`src/rtl/vga_sync_gen.sv`:
```
// Timing master for a VGA display path: pixel-strobe divider, horizontal/vertical
// counters over the whole frame, registered active-low syncs and line/frame ticks.
module vga_sync_gen #(
    parameter int CLK_DIV   = 4,
    parameter int H_DISPLAY = 640,
    parameter int H_FRONT   = 16,
    parameter int H_SYNC    = 96,
    parameter int H_BACK    = 48,
    parameter int V_DISPLAY = 480,
    parameter int V_FRONT   = 10,
    parameter int V_SYNC    = 2,
    parameter int V_BACK    = 33
) (
    input  logic       clk,
    input  logic       reset,
    output logic       p_tick,
    output logic [9:0] x,
    output logic [9:0] y,
    output logic       video_on,
    output logic       hsync,
    output logic       vsync,
    output logic       line_tick,
    output logic       frame_tick
);

    localparam int H_TOTAL = H_DISPLAY + H_FRONT + H_SYNC + H_BACK;
    localparam int V_TOTAL = V_DISPLAY + V_FRONT + V_SYNC + V_BACK;
    localparam int DIV_W   = (CLK_DIV > 1) ? $clog2(CLK_DIV) : 1;

    localparam logic [DIV_W-1:0] DIV_LAST = DIV_W'(CLK_DIV - 1);
    localparam logic [9:0] X_LAST   = 10'(H_TOTAL - 1);
    localparam logic [9:0] Y_LAST   = 10'(V_TOTAL - 1);
    localparam logic [9:0] HS_FIRST = 10'(H_DISPLAY + H_FRONT);
    localparam logic [9:0] HS_LAST  = 10'(H_DISPLAY + H_FRONT + H_SYNC - 1);
    localparam logic [9:0] VS_FIRST = 10'(V_DISPLAY + V_FRONT);
    localparam logic [9:0] VS_LAST  = 10'(V_DISPLAY + V_FRONT + V_SYNC - 1);
    localparam logic [9:0] X_VIS    = 10'(H_DISPLAY);
    localparam logic [9:0] Y_VIS    = 10'(V_DISPLAY);

    logic [DIV_W-1:0] div_cnt_q, div_cnt_d;
    logic [9:0]       x_q, x_d;
    logic [9:0]       y_q, y_d;
    logic             hsync_q, hsync_d;
    logic             vsync_q, vsync_d;
    logic             tick;
    logic             x_end;
    logic             y_end;

    always_comb begin
        tick      = (div_cnt_q == DIV_LAST) && !reset;
        x_end     = (x_q == X_LAST);
        y_end     = (y_q == Y_LAST);
        div_cnt_d = (div_cnt_q == DIV_LAST) ? '0 : div_cnt_q + 1'b1;
        x_d       = x_q;
        y_d       = y_q;
        hsync_d   = hsync_q;
        vsync_d   = vsync_q;
        if (tick) begin
            x_d = x_end ? 10'd0 : x_q + 10'd1;
            if (x_end) begin
                y_d = y_end ? 10'd0 : y_q + 10'd1;
            end
            // Syncs decode the next counter values so they stay aligned with x/y.
            hsync_d = !((x_d >= HS_FIRST) && (x_d <= HS_LAST));
            vsync_d = !((y_d >= VS_FIRST) && (y_d <= VS_LAST));
        end
    end

    always_ff @(posedge clk) begin
        if (reset) begin
            div_cnt_q <= '0;
            x_q       <= '0;
            y_q       <= '0;
            hsync_q   <= 1'b1;
            vsync_q   <= 1'b1;
        end else begin
            div_cnt_q <= div_cnt_d;
            x_q       <= x_d;
            y_q       <= y_d;
            hsync_q   <= hsync_d;
            vsync_q   <= vsync_d;
        end
    end

    assign p_tick     = tick;
    assign x          = x_q;
    assign y          = y_q;
    assign hsync      = hsync_q;
    assign vsync      = vsync_q;
    assign line_tick  = tick && x_end;
    assign frame_tick = tick && x_end && y_end;
    assign video_on   = (x_q < X_VIS) && (y_q < Y_VIS);

endmodule

```
`config.mk`:
```
export PLATFORM = sky130hd
export DESIGN_NAME = vga_sync_gen
export DESIGN_NICKNAME = d
export VERILOG_FILES = /design/src/rtl/vga_sync_gen.sv
export SDC_FILE = /design/constraint.sdc
export NUM_CORES = 1
export LEC_CHECK = 0
export ABC_AREA = 1
export CAP_MARGIN = 15
export CORE_MARGIN = 2
export CORE_UTILIZATION = 30
export CTS_CLUSTER_DIAMETER = 120
export CTS_CLUSTER_SIZE = 30
export DETAILED_ROUTE_END_ITERATION = 10
export MAX_ROUTING_LAYER = met4
export PLACE_DENSITY_LB_ADDON = 0.25
export RECOVER_POWER = 25
export SKIP_CTS_REPAIR_TIMING = 1
export SLEW_MARGIN = 10
export SYNTH_ARGS = -nofsm -noshare
export SYNTH_HDL_FRONTEND = slang
export SYNTH_SLANG_ARGS = --single-unit
```
`constraint.sdc`:
```
create_clock -name clk -period 1.81 [get_ports clk]
set_clock_uncertainty 0.15 [all_clocks]
set_input_delay 0.362 -clock clk [delete_from_list [all_inputs] [get_ports clk]]
set_output_delay 0.362 -clock clk [all_outputs]
set_load 0.05 [all_outputs]
```
### Word level (Yosys, flattened, before mapping)

Index checks and enable logic that the tools add are counted.

| storage, ports and cells | value |
|---|---|
| input port bits | 2 |
| flip-flop bits (word level) | 24 |
| word-level logic and storage cells | 31 |
| output and inout port bits | 26 |

| cells by class | value |
|---|---|
| equal/unequal tests | 3 |
| add/sub/neg operators | 3 |
| $lt $le $gt $ge | 6 |
| reductions and logical operators | 10 |
| mux-type cells | 4 |

Operators by type and width:

| kind | number |
|---|---|
| 2-to-1 mux 10 bit | 4 |
| adder 10 x 1 -> 10 bit, second input constant | 2 |
| == test 10 bit, second input constant | 2 |
| greater-or-equal comparator 10 bit, second input constant | 1 |
| greater-or-equal comparator 10 x 9 -> 1 bit, second input constant | 1 |
| <= comparator 10 bit, second input constant | 1 |
| <= comparator 10 x 9 -> 1 bit, second input constant | 1 |
| < comparator 10 bit, second input constant | 1 |
| < comparator 10 x 9 -> 1 bit, second input constant | 1 |
| logical AND 1 bit | 6 |
| logical NOT 1 bit | 3 |
| adder 2 x 1 -> 2 bit, second input constant | 1 |
| == test 2 bit, second input constant | 1 |
| OR reduction 2 bit | 1 |

### Depth between registers and ports, before layout

Gate-level depths: netlist (run 1).

| logic depth | value |
|---|---|
| word-level depth | 7 |
| depth in mapped cells | 12 |
| gate-level depth less buffers | 12 |

### Worst setup path before layout (run 1)

Ideal clock, no wire load.

| path | value |
|---|---|
| path type | register -> output |
| start point | register div_cnt_q[0] |
| end point | output frame_tick |
| arrival time | 2.455 ns |
| stages on the path, launching flop included | 7 |
| path buffers | 1 |
| required time | 1.298 ns |
| path slack | -1.157 ns |
| path through | dfxtp_1 ha_1 inv_1 nor2_1 inv_2 clkbuf_1 nor2_1 |

| on the way | value |
|---|---|
| longest elaborated chain between the ends | 4 |

RTL lines:

| what | RTL line | RTL |
|---|---|---|
| start, declared | 40 | `logic [DIV_W-1:0] div_cnt_q, div_cnt_d;` |
| start signal, assigned | 77 | `div_cnt_q <= div_cnt_d;` |
| == test 2 bit | 50 | `tick = (div_cnt_q == DIV_LAST) && !reset;` |
| logical AND 1 bit | 50 |  |
| via p_tick | 16 | `output logic p_tick,` |
| logical AND 1 bit (2 in series) | 91 | `assign frame_tick = tick && x_end && y_end;` |
| end, declared | 23 | `output logic frame_tick` |

The timed path passes the listed nets, and every way through them passes these cells.

### Final worst setup path (run 1)

| path | value |
|---|---|
| start point | register x_q[0] (netlist: x[0]) |
| end point | output frame_tick |

| on the way | value |
|---|---|
| longest elaborated chain between the ends | 3 |

RTL lines:

| what | RTL line | RTL |
|---|---|---|
| start, declared | 41 | `logic [9:0] x_q, x_d;` |
| start signal, assigned | 72 | `x_q <= '0;` |
| start signal, assigned | 78 | `x_q <= x_d;` |
| == test 10 bit | 51 | `x_end = (x_q == X_LAST);` |
| logical AND 1 bit (2 in series) | 91 |  |

No other way between the ends.

==> impl_metrics.env, run 1 <==
export IMPL_final_stage_net_count=291
export IMPL_criticalPathCategory="reg2out"
export IMPL_placement_io_buffers=27
export IMPL_period_utilization=1.12
export IMPL_final_core_utilization=0.482
export IMPL_syn_area_per_cell_um2=6.56
export IMPL_post_drt_via_cell_ratio=4.53
export IMPL_fill_cells=495
export IMPL_post_synth_num_cell_types=26
export IMPL_synth_net_count=234
export IMPL_worstPathCellList="ha_4 > nand2_4 > nor2_8 > inv_6 > nor2_8 > nand2_4 > nor2_4 > buf_12"
export IMPL_finalWirelength_mm=3.96
export IMPL_die_area_um2=5550
export IMPL_critPathTopFamily="simple AND/OR/NAND/NOR gates"
export IMPL_endpoint_kind="output port"
export IMPL_placementRows=25
export IMPL_setup_viol=4
export IMPL_outcome="finished, violations left"
export IMPL_final_cells=350
export IMPL_number_of_synthesized_flops_with_an_enable_pin=0
export IMPL_synth_top_cell_area_share=0.322
export IMPL_clock_tree_from_tritoncts="built"
export IMPL_timing_max_cap_violations=0
export IMPL_cp_data_arrival_time_ns=1.52
export IMPL_setup_repair_after_global_routing_missed_its_margin="true"
export IMPL_total_leakage_power_nw=1.04
export IMPL_violated_checks="negative setup slack"
export IMPL_post_drt_wl_per_cell_um=11.3
export IMPL_setup_total_negative_slack_ns=-0.637
export IMPL_post_synth_top_area_cell="dfxtp_1"
export IMPL_fin_crit_ns=2.03
export IMPL_detail_route_antenna_nets=0
export IMPL_gpl_final_weighted_congestion=0.880
export IMPL_largest_net_degree_at_the_start_of_global_routing=14
export IMPL_post_place_cells=337
export IMPL_critPathBufInv=2
export IMPL_tritoncts_num_sinks=24
export IMPL_detailed_route_drc_error_count=0
export IMPL_number_of_global_route_vias_before_repair=1428
export IMPL_post_synth_inst_count=227
export IMPL_worstPathMaxFanout=5
export IMPL_worst_slew_pin_slew_ns=0.607
export IMPL_worst_hold_path_type="in2reg"
export IMPL_ratio_of_cells_with_drive_above_1_in_the_final_layout=0.385
export IMPL_r2r_slack_ns=-0.13
export IMPL_floorplan_initialDensity=0.313
export IMPL_gr_ovfl_total=0
export IMPL_post_synth_main_area_contributors="dfxtp_1 32%, nand2_1 16%, nor2_1 8.1%"
export IMPL_dieHeight_um=74.5
export IMPL_critical_path_slowest_cell="dfxtp_4"
export IMPL_detailed_place_hpwl_mm=3.00
export IMPL_area_delta_synth_final_pct=53.7
export IMPL_ys_warn_count=0
export IMPL_antennaDiodeCount=0
export IMPL_slew_headroom=0.597
export IMPL_final_max_slew_viol_count=0
export IMPL_p_per_area_nw_per_um2=428
export IMPL_clock_tree_htree_level_count=1
export IMPL_drt_pass_1_iters=4
export IMPL_startpoint_type="flop"
export IMPL_clk_latency_ns=0.27
export IMPL_postSynth_asyncResetShare=0
export IMPL_grt_pass1_wl_mm=6.42
export IMPL_timing_fmax_mhz=492
export IMPL_synth_main_ff_cell="dfxtp_1"
export IMPL_synth_area_um2=1490
export IMPL_global_route_usage_total=0.152
export IMPL_chip_width_um=74.5
export IMPL_final_common_cell="nand2_1"
export IMPL_final_setup_worst_slack_ns=-0.223
export IMPL_io_pins=28
export IMPL_vdd_drop_max_mv=0.254
export IMPL_path_clk_slew_ns=0.09
export IMPL_ctsRootBufferMaster="clkbuf_8"
export IMPL_synth_seq_area_share=0.322
export IMPL_core_area_um2=4750
export IMPL_hold_viol=0
export IMPL_cts_buffers=3
export IMPL_number_of_buffers_between_clock_root_and_the_deepest_sink=2
export IMPL_antenna_found_initial=0
export IMPL_postSynthRegisterBits=24
export IMPL_dr_first_iter_drc_count=84
export IMPL_final_cell_mix="59 x nand2_1, 35 x buf_4, 26 x inv_1"
export IMPL_route_vias_total=1587
export IMPL_critical_path_s_largest_stage_delay_ns=0.37
export IMPL_crit_required_ns=1.30
==> Yosys cell counts (3+ instances only) <==
master / count
a21oi_1: 4
o21ai_0: 10
clkbuf_1: 3
o22ai_1: 11
nor2_2: 3
nor3_1: 3
ha_1: 5
nand4_1: 4
nand2_2: 3
dfxtp_1: 24
inv_1: 31
nand3_1: 16
nand2_1: 62
nor2_1: 32
==> stage by stage <==
step | hold WS [ns] | power (W) | area [um^2] | setup WS (ns)
after floorplan | 0.258 | 0.000595 | 1610 | -0.0894
after detailed placement | 0.273 | 0.000629 | 2140 | -0.0742
final | 0.259 | 0.000981 | 2290 | -0.223
after CTS | 0.286 | 0.00100 | 2200 | -0.252
after global placement | 0.268 | 0.000627 | 2140 | -0.0350
after global routing | 0.275 | 0.00102 | 2290 | -0.282
==> logic make-up after synthesis <==
family	after synthesis	synth area share
AOI/OAI and AO/OA	28	0.110
xor gates and xnor gates	2	0.0118
adders and majority gates	5	0.0420
buffers and inverters	38	0.110
DFF	24	0.322
and+or+nand+nor	130	0.404
==> final timing paths <==
path	cells past startpoint	start	endpoint
worst max register to register	14	x[0]	vsync
worst max-delay path	8	x[0]	frame_tick
worst min-delay path	2	reset	y[0]
worst min register to register	1	div_cnt_q[0]	div_cnt_q[0]
==> flip-flops by register name, indices dropped and copies added, names as in the netlist <==
signal and flops:
vsync 1, div_cnt_q 2, y 10, x 10
hsync 1
==> power breakdown <==
part,internal [W],total [W],switching [W]
sequential,0.000528,0.000535,0.00000677
clock,0.000194,0.000371,0.000176
combinational,0.0000296,0.0000761,0.0000465
total,0.000752,0.000981,0.000230
==> layer usage <==
layer,share of wire,GRT usage,routed length (um),vias up
li1,-,-,-,838
met1,0.47,0.203,1870,718
met2,0.49,0.241,1950,25
met3,0.025,0.0230,97,6
met4,0.011,0.0377,42,0
met5,0,-,0,-
==> cell type report <==
| cell class | count | area [um^2] | area share |
|---|---|---|---|
| multi-input cells | 165 | 952 | 0.416 |
| repair buffers | 56 | 544 | 0.238 |
| flip-flops and latches | 24 | 520 | 0.227 |
| inverters | 34 | 135 | 0.0590 |
| well taps | 67 | 83.8 | 0.0366 |
| clock buffers | 4 | 55.1 | 0.0240 |
Power figures use the tool's default switching activity.
==> inputs of run 2 (changes only) <==
Settings changed: CORE_ASPECT_RATIO from default to 1.4, CTS_CLUSTER_DIAMETER 120 to 80.
==> impl_metrics.env, run 2 (synthesized netlist as in run 1, its figures left out) <==
export IMPL_final_core_utilization=0.488
export IMPL_global_route_usage_total=0.159
export IMPL_number_of_global_route_vias_before_repair=1563
export IMPL_post_route_design_area_um2=2340
export IMPL_worst_slew_pin_slew_ns=0.601
export IMPL_path_clk_slew_ns=0.09
export IMPL_global_route_usage_met1=0.170
export IMPL_ratio_of_cells_with_drive_above_1_in_the_final_layout=0.380
export IMPL_gr_ovfl_total=0
export IMPL_clock_tree_from_tritoncts="built"
export IMPL_cts_buffers=3
export IMPL_post_place_cells=337
export IMPL_dieHeight_um=87.4
export IMPL_antennaDiodeCount=0
export IMPL_grt_met3_use=0.0155
export IMPL_setup_viol=4
export IMPL_timing_max_cap_violations=0
export IMPL_area_delta_synth_final_pct=57.3
export IMPL_setup_total_negative_slack_ns=-0.655
export IMPL_gpl_final_weighted_congestion=0.820
export IMPL_drt_pass_1_iters=4
export IMPL_hold_viol=0
export IMPL_floorplan_initialDensity=0.310
export IMPL_placementRows=30
export IMPL_largest_net_degree_at_the_start_of_global_routing=14
export IMPL_grt_pass1_wl_mm=6.81
export IMPL_r2r_slack_ns=-0.07
export IMPL_route_vias_total=1685
export IMPL_holdWs_ns=0.320
export IMPL_placement_io_buffers=27
export IMPL_final_max_slew_viol_count=0
export IMPL_busiest_layer="met2"
export IMPL_antenna_found_initial=0
export IMPL_detailed_place_hpwl_mm=3.19
export IMPL_final_cell_mix="60 x nand2_1, 39 x buf_4, 29 x nor2_1"
export IMPL_die_area_um2=5550
export IMPL_clock_tree_htree_level_count=1
export IMPL_worstPathMaxFanout=5
export IMPL_period_utilization=1.13
export IMPL_number_of_buffers_between_clock_root_and_the_deepest_sink=2
export IMPL_final_setup_worst_slack_ns=-0.229
export IMPL_final_cells=356
export IMPL_global_route_usage_met2=0.289
export IMPL_ctsRootBufferMaster="clkbuf_8"
export IMPL_dr_first_iter_drc_count=68
export IMPL_post_drt_via_cell_ratio=4.73
export IMPL_worst_hold_path_type="reg2reg"
export IMPL_clk_latency_ns=0.27
export IMPL_final_common_cell="nand2_1"
export IMPL_setup_repair_after_global_routing_missed_its_margin="true"
export IMPL_final_stage_net_count=300
export IMPL_detail_route_antenna_nets=0
export IMPL_p_per_area_nw_per_um2=401
export IMPL_cp_data_arrival_time_ns=1.53
export IMPL_core_area_um2=4800
export IMPL_vdd_drop_max_mv=0.294
export IMPL_placement_cell_area_um2=2150
export IMPL_post_drt_wl_per_cell_um=11.7
export IMPL_crit_required_ns=1.30
export IMPL_detailed_route_drc_error_count=0
export IMPL_finalWirelength_mm=4.18
export IMPL_io_pins=28
export IMPL_fin_crit_ns=2.04
export IMPL_total_leakage_power_nw=1.08
export IMPL_violated_checks="negative setup slack"
export IMPL_slew_headroom=0.601
export IMPL_chip_width_um=63.6
export IMPL_tritoncts_num_sinks=24
export IMPL_startpoint_type="flop"
export IMPL_outcome="finished, violations left"
export IMPL_timing_fmax_mhz=491
export IMPL_fill_cells=521
export IMPL_endpoint_kind="output port"
export IMPL_criticalPathCategory="reg2out"
-- run 2: worst max-delay path: stages, from the launching register on --
cell and delay (ns):
dfxtp_4 0.38, ha_4 0.14, nand2_4 0.07, nor2_8 0.11
inv_6 0.06, nor2_8 0.13, nand2_4 0.08, nor2_4 0.13
buf_12 0.14
-- run 2: final timing paths --
kind | startpoint | endpoint | cells after the start
min | div_cnt_q[0] | div_cnt_q[0] | 1
max | x[0] | frame_tick | 8
min reg2reg | div_cnt_q[0] | div_cnt_q[0] | 1
max reg2reg | x[0] | vsync | 14
-- run 2: per-stage QoR --
stage	setup WS, ns	power (W)
finish	-0.229	0.000940
global route	-0.316	0.000987
CTS	-0.308	0.000966
detailed placement	-0.0474	0.000629
global placement	-0.00630	0.000627
floorplan	-0.0894	0.000595
-- run 2: report_power, final --
part	switching, W	leakage [nW]	internal [W]
registers	0.00000736	0.206	0.000526
logic	0.0000440	0.852	0.0000267
clock network	0.000178	0.0228	0.000158
total	0.000229	1.08	0.000711
-- run 2: layout make-up --
class / count / area, um^2 / share of cell area
well taps: 64 / 80.1 / 0.0342
inverters: 34 / 140 / 0.0598
repair buffers: 65 / 614 / 0.262
multi-input cells: 165 / 941 / 0.401
clock buffers: 4 / 45.0 / 0.0192
flip-flops and latches: 24 / 523 / 0.223
-- run 2: routing by layer --
layer  share of wire  vias to the layer above  routed length (um)
li1                -                      866                   -
met1            0.42                      789                1740
met2            0.54                       23                2280
met3           0.020                        7                  82
met4           0.018                        0                  76
met5               0                        -                   0
==> patch, RTL diff (config.mk and constraints of run 1) <==
Set the parameter `CLK_DIV` to 2 (it was 4).
--- a/src/rtl/vga_sync_gen.sv
+++ b/src/rtl/vga_sync_gen.sv
@@ -3,3 +3,3 @@
 module vga_sync_gen #(
-    parameter int CLK_DIV   = 4,
+    parameter int CLK_DIV   = 2,
     parameter int H_DISPLAY = 640,
Check against the original RTL: not equivalent (Yosys sat finds a counterexample within 4 cycles, from zero or initial values and one cycle with reset high).
==> patch against run 1 <==
The flow still finishes with violations (setup timing). Worst setup slack got worse by 0.066 ns. Clock power fell by 8.6%. Sequential cell count fell by 1. Largest cell class unchanged. Critical path type unchanged. Wire length fell by 1.7%. Critical endpoint unchanged. Area after synthesis fell by 5.7%. First-iteration DRC count rose by 31%. Design area fell by 4.8%. Total power fell by 5.0%.
==> patch: results (changes against run 1) <==
cts:
  h-tree-depth: 1  # unchanged
  ctsRootBufferMaster: "clkbuf_8"
  clkLatencyLatePin_ns: 0.28
  clockBufferDepth: 2  # unchanged
  cts.clk_slew.worst_paths_ns: 0.09  # about the same
  cts_buffers: 3  # unchanged
logic_synthesis:
  seq_area_frac_synth: 0.328  # +0.00528
  netlist_top_cells_area: "dfxtp_1 33%, nand2_1 17%, nor2_1 9.1%"
  ys_top_cells_by_count: "64 x nand2_1, 34 x nor2_1, 29 x inv_1"
  ys_types: 24  # -7.7%
  ys.warnings.count: 0  # unchanged
  synth_fp_nets: 228  # -2.6%
  async_flop_share: 0  # unchanged
global_routing:
  grt_pass1_wl_um: 6150  # -4.1%
  antenna_found_initial: 0  # unchanged
  grt_max_degree: 18  # +4
  grt_use_total: 0.154  # +0.00207
  grt_pass1_vias: 1407  # -1.5%
status:
  violations: "setup timing"
  outcome: "complete, but fails checks"
min_path:
  worst_hold_startpoint: "vsync"
  min_to: "vsync"
  holdPathStages: 2  # unchanged
  worst_hold_path_type: "flip-flop to flip-flop"
sta:
  hold_ws_ns: 0.337  # +0.0782 ns
  setup_viol: 3  # -1
  tns_ns: -0.552  # +0.0848 ns
  postLayoutSetupSlackWorst_ns: -0.289  # -0.0660 ns
  maxSlewHeadroom: 0.604  # +0.00733
critical_path:
  critPathSlowestCell: "dfxtp_4"
  arrival_ns: 1.59  # +0.07 ns
  critPathMaxFanout: 4  # -1
  reg2reg_depth: 14  # unchanged
  worstReg2RegStart: "x[1]"
  timing.rr.end: "vsync"
  r2r_slack_ns: -0.10  # +0.03 ns
  critPathMaxStageDelay_ns: 0.37  # about the same
  cp_top_family: "simple AND/OR/NAND/NOR gates"
placed_design:
  port_buffers: 27  # unchanged
  place_area_sq_um: 2080  # -2.9%
  dp_hpwl_um: 2870  # -4.4%
  gp_congestion: 0.901  # +2.4%
final_layout:
  fin_nets: 284  # -2.4%
  drive_gt1_frac: 0.296  # -0.0891
  n_fill_cell: 440  # -11%
  diodes: 0  # unchanged
  area_growth_pct: 55.2
route:
  vias: 1538  # -3.1%
  drt_iter0_drc: 110  # +31%
  drt_pre_antenna_iters: 4  # unchanged
  wirelength_um: 3890  # -1.7%
power_and_ir_drop:
  p_leak_nw: 0.970  # -6.9%
  vdd_drop_max_v: 0.000320  # +26%
[patch: metrics by stage]
step	instances	setup slack [ns]
2_1_floorplan	222	-0.168
3_3_place_gp	318	-0.0445
3_5_place_dp	318	-0.0883
4_1_cts	322	-0.326
5_1_grt	329	-0.351
6_report	329	-0.289
[patch: kinds of logic after synthesis]
group / after synthesis / synth area share
adders and majority gates: 4 / 0.0356
buffers and inverters: 36 / 0.110
xor gates and xnor gates: 2 / 0.0125
AOI/OAI and AO/OA: 28 / 0.116
and+or+nand+nor: 129 / 0.399
DFF: 23 / 0.328
[patch: power by group]
part | switching (mW) | internal, mW
clock | 0.185 | 0.155
combinational | 0.0513 | 0.0303
sequential | 0.00451 | 0.507
total | 0.240 | 0.692
[patch: layout make-up]
class | count | area [sq um] | share of cell area
flip-flops and latches | 23 | 488 | 0.224
well taps | 52 | 65.1 | 0.0298
repair buffers | 57 | 609 | 0.279
multi-input cells | 163 | 857 | 0.393
clock buffers | 3 | 41.3 | 0.0189
inverters | 30 | 115 | 0.0528
clock inverters | 1 | 5.00 | 0.00229
[patch: how the worst max path moves through the flow]
stage | start | end | cells after the start
after floorplan | y[3] | frame_tick | 6
after global placement | reset | vsync | 8
after detailed placement | reset | x[7] | 5
after CTS | x[1] | frame_tick | 8
after global routing | x[1] | frame_tick | 8
final | x[1] | frame_tick | 8
[patch: worst min-delay path, delay by kind of cell, from the launching register on]
kind	cells	cell delay, ns
simple gates	2	0.13
flops	1	0.33
[patch: metal layers]
metal  up-vias  routed length [um]  GRT usage
li1        818                   -          -
met1       676                1790      0.184
met2        39                1890      0.252
met3         5                 150     0.0278
met4         0                  56     0.0720
met5         -                   0          -
